--- src/rtl/alu_uart_sequencer.sv ---
// Control FSM for the UART-to-ALU calculator: collects an A/B/opcode frame,
// waits out the ALU latency and hands one result byte to the UART transmitter.
module alu_uart_sequencer #(
  parameter int              DBIT           = 8,
  parameter int              ALU_LAT        = 1,
  parameter int              TIMEOUT_CYCLES = 50000000,
  parameter logic [DBIT-1:0] ERR_BYTE       = 8'hEE
) (
  input  logic            clk,
  input  logic            reset,
  input  logic            rx_done_tick,
  input  logic [DBIT-1:0] rx_data,
  input  logic [DBIT-1:0] alu_result,
  input  logic            tx_done_tick,
  output logic [DBIT-1:0] op_a,
  output logic [DBIT-1:0] op_b,
  output logic [5:0]      op_code,
  output logic            tx_start,
  output logic [DBIT-1:0] tx_data,
  output logic            busy,
  output logic [7:0]      err_count
);

  typedef enum logic [2:0] {GET_A, GET_B, GET_OP, EXEC, SEND, WAIT_TX} state_t;

  localparam int         TO_W     = $clog2(TIMEOUT_CYCLES + 1);
  localparam logic [TO_W-1:0] TO_LAST  = TO_W'(TIMEOUT_CYCLES - 1);
  localparam logic [3:0]      LAT_LAST = 4'(ALU_LAT - 1);
  localparam logic [5:0]      OP_ADD   = 6'h20;

  state_t            state, state_next;
  logic [DBIT-1:0]   op_a_next, op_b_next, tx_data_next;
  logic [5:0]        op_code_next;
  logic [7:0]        err_next;
  logic [TO_W-1:0]   to_cnt, to_cnt_next;
  logic [3:0]        lat_cnt, lat_cnt_next;
  logic [1:0]        err_inc;
  logic [8:0]        err_sum;

  function automatic logic opcode_valid(input logic [5:0] op);
    case (op)
      6'h20, 6'h22, 6'h24, 6'h25, 6'h26, 6'h27, 6'h03, 6'h02: return 1'b1;
      default:                                                 return 1'b0;
    endcase
  endfunction

  assign tx_start = (state == SEND);
  assign busy     = (state == EXEC) || (state == SEND) || (state == WAIT_TX);

  always_comb begin
    // NOTE: every output of this block gets a default first so no path leaves
    // a variable unassigned, which would otherwise infer a latch.
    state_next   = state;
    op_a_next    = op_a;
    op_b_next    = op_b;
    op_code_next = op_code;
    tx_data_next = tx_data;
    to_cnt_next  = '0;
    lat_cnt_next = '0;
    err_inc      = 2'd0;

    case (state)
      GET_A: begin
        if (rx_done_tick) begin
          op_a_next  = rx_data;
          state_next = GET_B;
        end
      end
      GET_B: begin
        // A byte arriving on the expiry cycle wins over the timeout.
        if (rx_done_tick) begin
          op_b_next  = rx_data;
          state_next = GET_OP;
        end else if (to_cnt == TO_LAST) begin
          state_next = GET_A;
          err_inc    = 2'd1;
        end else begin
          to_cnt_next = to_cnt + TO_W'(1);
        end
      end
      GET_OP: begin
        if (rx_done_tick) begin
          op_code_next = rx_data[5:0];
          state_next   = EXEC;
        end else if (to_cnt == TO_LAST) begin
          state_next = GET_A;
          err_inc    = 2'd1;
        end else begin
          to_cnt_next = to_cnt + TO_W'(1);
        end
      end
      EXEC: begin
        if (lat_cnt == LAT_LAST) begin
          state_next = SEND;
          if (opcode_valid(op_code)) begin
            tx_data_next = alu_result;
          end else begin
            tx_data_next = ERR_BYTE;
            err_inc      = 2'd1;
          end
        end else begin
          lat_cnt_next = lat_cnt + 4'd1;
        end
      end
      SEND:    state_next = WAIT_TX;
      WAIT_TX: if (tx_done_tick) state_next = GET_A;
      default: state_next = GET_A;
    endcase

    // Bytes arriving while busy are dropped; this can coincide with an
    // invalid-opcode error in the last EXEC cycle, hence a 2-bit increment.
    if (rx_done_tick && busy) err_inc = err_inc + 2'd1;

    err_sum  = 9'(err_count) + 9'(err_inc);
    err_next = err_sum[8] ? 8'hFF : err_sum[7:0];
  end

  // NOTE: sequential state uses non-blocking assignments so every register
  // samples the pre-edge values computed above, independent of block order.
  always_ff @(posedge clk or negedge reset) begin
    if (!reset) begin
      state     <= GET_A;
      op_a      <= '0;
      op_b      <= '0;
      op_code   <= OP_ADD;
      tx_data   <= '0;
      err_count <= '0;
      to_cnt    <= '0;
      lat_cnt   <= '0;
    end else begin
      state     <= state_next;
      op_a      <= op_a_next;
      op_b      <= op_b_next;
      op_code   <= op_code_next;
      tx_data   <= tx_data_next;
      err_count <= err_next;
      to_cnt    <= to_cnt_next;
      lat_cnt   <= lat_cnt_next;
    end
  end

endmodule

--- config.mk ---
export PLATFORM = sky130hd
export DESIGN_NAME = alu_uart_sequencer
export DESIGN_NICKNAME = d
export VERILOG_FILES = /design/src/rtl/alu_uart_sequencer.sv
export SDC_FILE = /design/constraint.sdc
export NUM_CORES = 1
export LEC_CHECK = 0
export BUFFER_PORTS_ARGS = -buffer_cell sky130_fd_sc_hd__buf_2
export CORE_MARGIN = 2
export CORE_UTILIZATION = 35
export CTS_CLUSTER_SIZE = 30
export DETAILED_ROUTE_END_ITERATION = 8
export MAX_ROUTING_LAYER = met4
export PLACE_DENSITY_LB_ADDON = 0.3
export SYNTH_ARGS = -nofsm -noshare
export SYNTH_HDL_FRONTEND = slang
export SYNTH_SLANG_ARGS = --single-unit
export TNS_END_PERCENT = 100
--- constraint.sdc ---
create_clock -name clk -period 3.9 [get_ports clk]
set_input_delay 0.195 -clock clk [delete_from_list [all_inputs] [get_ports clk]]
set_output_delay 0.195 -clock clk [all_outputs]
set_load 0.02 [all_outputs]
After elaboration in Yosys (flattened, before gate mapping)
Cells that the tools add are included. Widths: inputs -> output; s select.

Input port bits: 20. Register bits after elaboration: 71. Output and inout port bits: 40. Word-level logic and storage cells: 64.

Equal/unequal tests: 17. Reduce and logical (&&, ||, !) cells: 12. Multiplexer cells: 23. Add/subtract/negate cells: 4.

Operators by type and width (number): $mux 26 (3); $eq 6x6->1 const B (6); $add 26x1->26 const B (1); $eq 26x26->1 const B (1); $mux 3 (6); $pmux 3 s6 (1); $mux 8 (2); $eq 6x2->1 const B (2); $add 8x2->9 (1); $mux 4 (2); $reduce_and 2->1 (4); $reduce_or 8->1 (1); $mux 1 (7); $eq 3x2->1 const B (2); $eq 3x3->1 const B (2); $add 4x1->4 const B (1); $logic_not 4->1 (1); $ne 2x2->1 const B (2); $eq 3x1->1 const B (1); $logic_not 3->1 (1); $reduce_and 3->1 (1); $add 2x1->2 const B (1); $logic_or 1x1->1 (2); $mux 2 (1); 4 further kinds (4).

Longest topological paths before layout
Depth in word-level cells: 12. Mapped depth: 13. Gate-level depth less buffers: 13.

Least setup slack after synthesis
Ideal clock, no wire load.

Kind: register to register. Start: register op_code[5]. End: register err_count[0]. Required time: 3.829 ns. Slack: 1.018 ns. Clock period less this slack: 2.882 ns. Buffers on the path: 0. Library setup time: 0.071 ns. Data arrival time: 2.811 ns. Stages on the path, launching flop included: 12. Cell sequence: dfstp_2 -> a22oi_1 -> nor3_1 -> o2bb2ai_1 -> ha_1 -> ha_1 -> inv_1 -> fa_1 -> nand2b_1 -> nor2_1 -> nand3_1 -> nand2b_1.

Longest elaborated chain between the ends: 12. Elaborated cells between the ends (all ways): 19. Those cells by class: add/sub (2); eq/ne (8); mux (8); reduce/logical (1).

Ends and longest elaborated chain: start: declaration (line 17) `output logic [5:0] op_code,`; start signal: assignment (line 134) `op_code <= op_code_next;`; $eq 6x6->1 / $eq 6x2->1 (equally long branches) (line 41) `case (op)`; $reduce_or 8->1 (*) (line 41); $mux 1 (*) (line 41); $mux 1 (*) (line 93) `if (lat_cnt == LAT_LAST) begin`; $mux 1 (*) (line 62) `case (state)`; $mux 1 (*) (line 95) `if (opcode_valid(op_code)) begin`; $mux 1 (*) (line 93); $pmux 1 s2 (*) (line 62); $add 2x1->2 (line 112) `if (rx_done_tick && busy) err_inc = err_inc + 2'd1;`; $mux 2 (*) (line 112); $add 8x2->9 (*) (line 114) `err_sum = 9'(err_count) + 9'(err_inc);`; $mux 8 (*) (line 115) `err_next = err_sum[8] ? 8'hFF : err_sum[7:0];`; net err_next[0] (line 34) `logic [7:0] err_next;`; end signal: assignment (line 136) `err_count <= err_next;`; end: declaration (line 21) `output logic [7:0] err_count`.

The timed path passes the listed nets; every way through them passes the cells marked *. The select of a mux whose other input is x is not followed. A chain may end at the register's enable or synchronous reset.

Worst setup path in the final report
Start: register lat_cnt[0]. End: register err_count[1].

Longest elaborated chain between the ends: 7.

Ends and longest elaborated chain: start: declaration (line 36) `logic [3:0] lat_cnt, lat_cnt_next;`; start signal: assignment (line 138) `lat_cnt <= lat_cnt_next;`; $logic_not 4->1 (*) (line 93); $mux 1 (*) (line 93); $pmux 1 s2 (*) (line 62); $add 2x1->2 (line 112); $mux 2 (*) (line 112); $add 8x2->9 (*) (line 114); $mux 8 (*) (line 115); net err_next[1] (line 34).

The timed path passes the listed nets; every way through them passes the cells marked *.

==> metrics.md <==
| Metric | Value |
|---|---|
| Power density of the placed cells | `660 mW/mm2` |
| Antenna violations before repair | `0` |
| Vias in the first global route | `2,422` |
| CTS Sinks | `71` |
| Largest net degree at the start of global routing | `40` |
| Seq cells post-synth | `71` |
| Synth unique cells | `between 40 and 50` |
| Layout Nets | `403` |
| CP arrival | `3280 ps` |
| IO buf count | `59` |
| Clock Path Buffers | `2` |
| Synthesized area per cell | `approximately 11 um2` |
| Slew Limit Headroom | `0.414` |
| Synth area leaders | `dfrtp_1 53%, mux2_2 7.8%, nor2_1 4.3%` |
| Setup TNS | `0 ps` |
| GR Overflow Total | `0` |
| Post-synthesis xor/xnor area fraction | `0.0525` |
| Final Hold Fails | `0` |
| Post-synth top area share | `0.525` |
| Total track usage | `0.146` |
| Final Cycle Share | `0.770` |
| Max-slew violation count | `0` |
| Final WL | `6850 um` |
| Core area | `0.00924 mm2` |
| Sequential area share after synthesis | `0.533` |
| Worst Skew | `between 10 and 15 ps` |
| Max IR drop VDD | `between 0.3 and 0.4 mV` |
| Top cell type by total area after synthesis | `dfrtp_1` |
| Worst Tran Pin Value | `878 ps` |
| Most common cell in the netlist | `dfrtp_1` |
| First-pass GRT wire length | `11,600 um` |
| DRC | `0` |
| Clk Latency, worst-skew pair | `~350 ps` |
| Post-synthesis adder-cell area fraction | `0.0285` |
| Syn Nets | `335` |
| Via count | `about 2.5k` |
| Number of synthesized flops with an enable pin | `0` |
| P&R area growth vs syn | `19.3%` |
| Critical path class | `flop to flop` |
| Simple-Gate Fraction of Synth Area | `0.210` |
| Max_cap viols | `0` |
| CP endpoint kind | `flop` |
| Top FF cell, synth | `dfrtp_1` |
| Die Y | `102 um` |
| Starting Density | `0.361` |
| Final HPWL from detailed placement | `4810 um` |
| CTS tree | `done` |
| H-tree depth | `3` |
| Compound-cell area share of the yosys netlist | `0.0799` |
| Post-Layout Cell Count | `~500` |
| Synth Warn # | `0` |
| Root Buffer Master | `clkbuf_8` |
| GPL Wtd Cong | `0.804` |
| Die Span X | `102 um` |
| Iter 0 DRT Violations | `103` |
| Worst EP required | `between 4000 and 5000 ps` |
| Largest fanout on the critical path | `10` |
| ANT cells | `0` |
| Final ANT Viol Nets | `0` |
| R2R Setup Slk | `900 ps` |
| Mux contribution to synthesized area | `0.0777` |
| Crit path launch type | `flop` |
| Cts bufs inserted | `9` |
| Tmin final | `3000 ps` |
| Asr flop ratio synth | `1.00` |
| WL/cell | `13.4 um` |
| Final setup fails | `0` |
| RSZ-0062 raised after global routing | `no` |
| Vias per cell | `between 4 and 5` |
| Synthesized cell area | `around 0.0033 mm2` |
| Min-delay worst type | `primary input to flop` |
| Inst Count DP | `493` |
| Fmax | `333 MHz` |
| Main combinational cell family by area after synthesis | `simple AND/OR/NAND/NOR gates` |
| Drt pass-1 iters | `4` |
| IO Pins | `60` |
| Die ar. | `between 0.01 and 0.015 mm2` |
| Fraction of layout cells with a size suffix above 1 | `0.291` |
| Status | `finished clean` |
| Clock transition at path regs | `approximately 80 ps` |
| Row count | `35` |
| LEAKAGE | `1.73 nW` |
| Synth cell count leaders | `70 x dfrtp_1, 38 x nor2_1, 23 x mux2_2` |
| Cells after Synth | `308` |
## layer usage
metal	track usage	routed length [um]
met5	-	0
met3	0.0338	248
met2	0.235	3320
met4	0.0437	42
met1	0.185	3240
## power breakdown
group          switching, mW  internal [mW]  total (mW)
Sequential             0.167          0.944        1.11
Combinational          0.580          0.398       0.978
Clock                  0.301          0.237       0.538
Total                   1.05           1.58        2.63
## stage by stage
step                      hold WS [ps]  instance area [um2]  total power, mW  worst slack, ps   util
final                             87.1                 3980             2.63              895  0.431
after global routing              81.2                 3980             2.80              617  0.431
after CTS                         67.8                 3980             2.67              901  0.431
after detailed placement           364                 3790             2.12              906  0.410
after global placement             348                 3790             2.10             1080  0.410
after floorplan                   -101                 3330             1.77             1020      -
## cell usage in the layout (no fill, tap or decap), drive strengths merged, types with 2 or more instances in the layout
| cell | instances |
|---|---|
| nand2b | 5 |
| and3 | 5 |
| xor2 | 13 |
| or3 | 4 |
| mux2 | 23 |
| clkbuf | 9 |
| clkinv | 2 |
| o21ai | 3 |
| nor4 | 3 |
| and4 | 2 |
| nor3b | 3 |
| a21oi | 20 |
| nand2 | 21 |
| ha | 6 |
| nand3 | 13 |
| nand3b | 3 |
| nor2 | 38 |
| dfrtp | 70 |
| and2 | 6 |
| a21o | 2 |
| nor3 | 6 |
| or4 | 9 |
| clkinvlp | 3 |
| nand4 | 10 |
| o31ai | 9 |
| inv | 11 |
| a31o | 2 |
| buf | 62 |
| xnor2 | 7 |
## state kept, by name (all words and copies together) (netlist names)
signal     cells
op_a           8
err_count      8
op_b           8
to_cnt        26
tx_data        8
state          3
lat_cnt        4
op_code        6
## path summary, 6_finish.rpt
kind / from / end / cells after the start
max in group asynchronous: reset / to_cnt[13] / 3
worst min-delay path: alu_result[4] / tx_data[4] / 2
worst max register to register: lat_cnt[0] / err_count[1] / 13
worst max-delay path: lat_cnt[0] / err_count[1] / 13
worst min register to register: lat_cnt[0] / lat_cnt[0] / 1
min in group asynchronous: reset / op_b[2] / 2
## area by class of cell
type / count / area (um2)
timing repair buffer: 63 / 328
inverter: 9 / 33.8
fill: 913 / 5260
sequential: 71 / 1780
multi-input combinational: 222 / 1500
clock buffer: 9 / 124
tap: 129 / 161
clock inverter: 7 / 57.6
## critical path, stage by stage (launching register included)
cell	delay [ps]
dfrtp_1	410
inv_1	70
ha_1	160
nor3b_1	320
nand2_1	290
o2bb2ai_1	240
ha_1	160
ha_1	150
inv_1	50
fa_1	410
nand2b_1	200
nor2_1	150
nand3_1	190
nand2_1	120
## cell families after synthesis
kind of cell               Yosys count
and+or+nand+nor                    131
DFF                                 71
buffers and inverters               15
adders and majority gates            7
AOI/OAI and AO/OA                   41
muxes                               23
xor gates and xnor gates            20
## what timing repair did
| item | 4_1_cts | 5_1_grt |
|---|---|---|
| setup buffers | 0 | 0 |
| gates resized for setup | 0 | 0 |
| endpoints found under the hold margin | 37 | 0 |
| hold buffers | 1 | 0 |
Note: power is estimated with default switching activity, not from simulation.
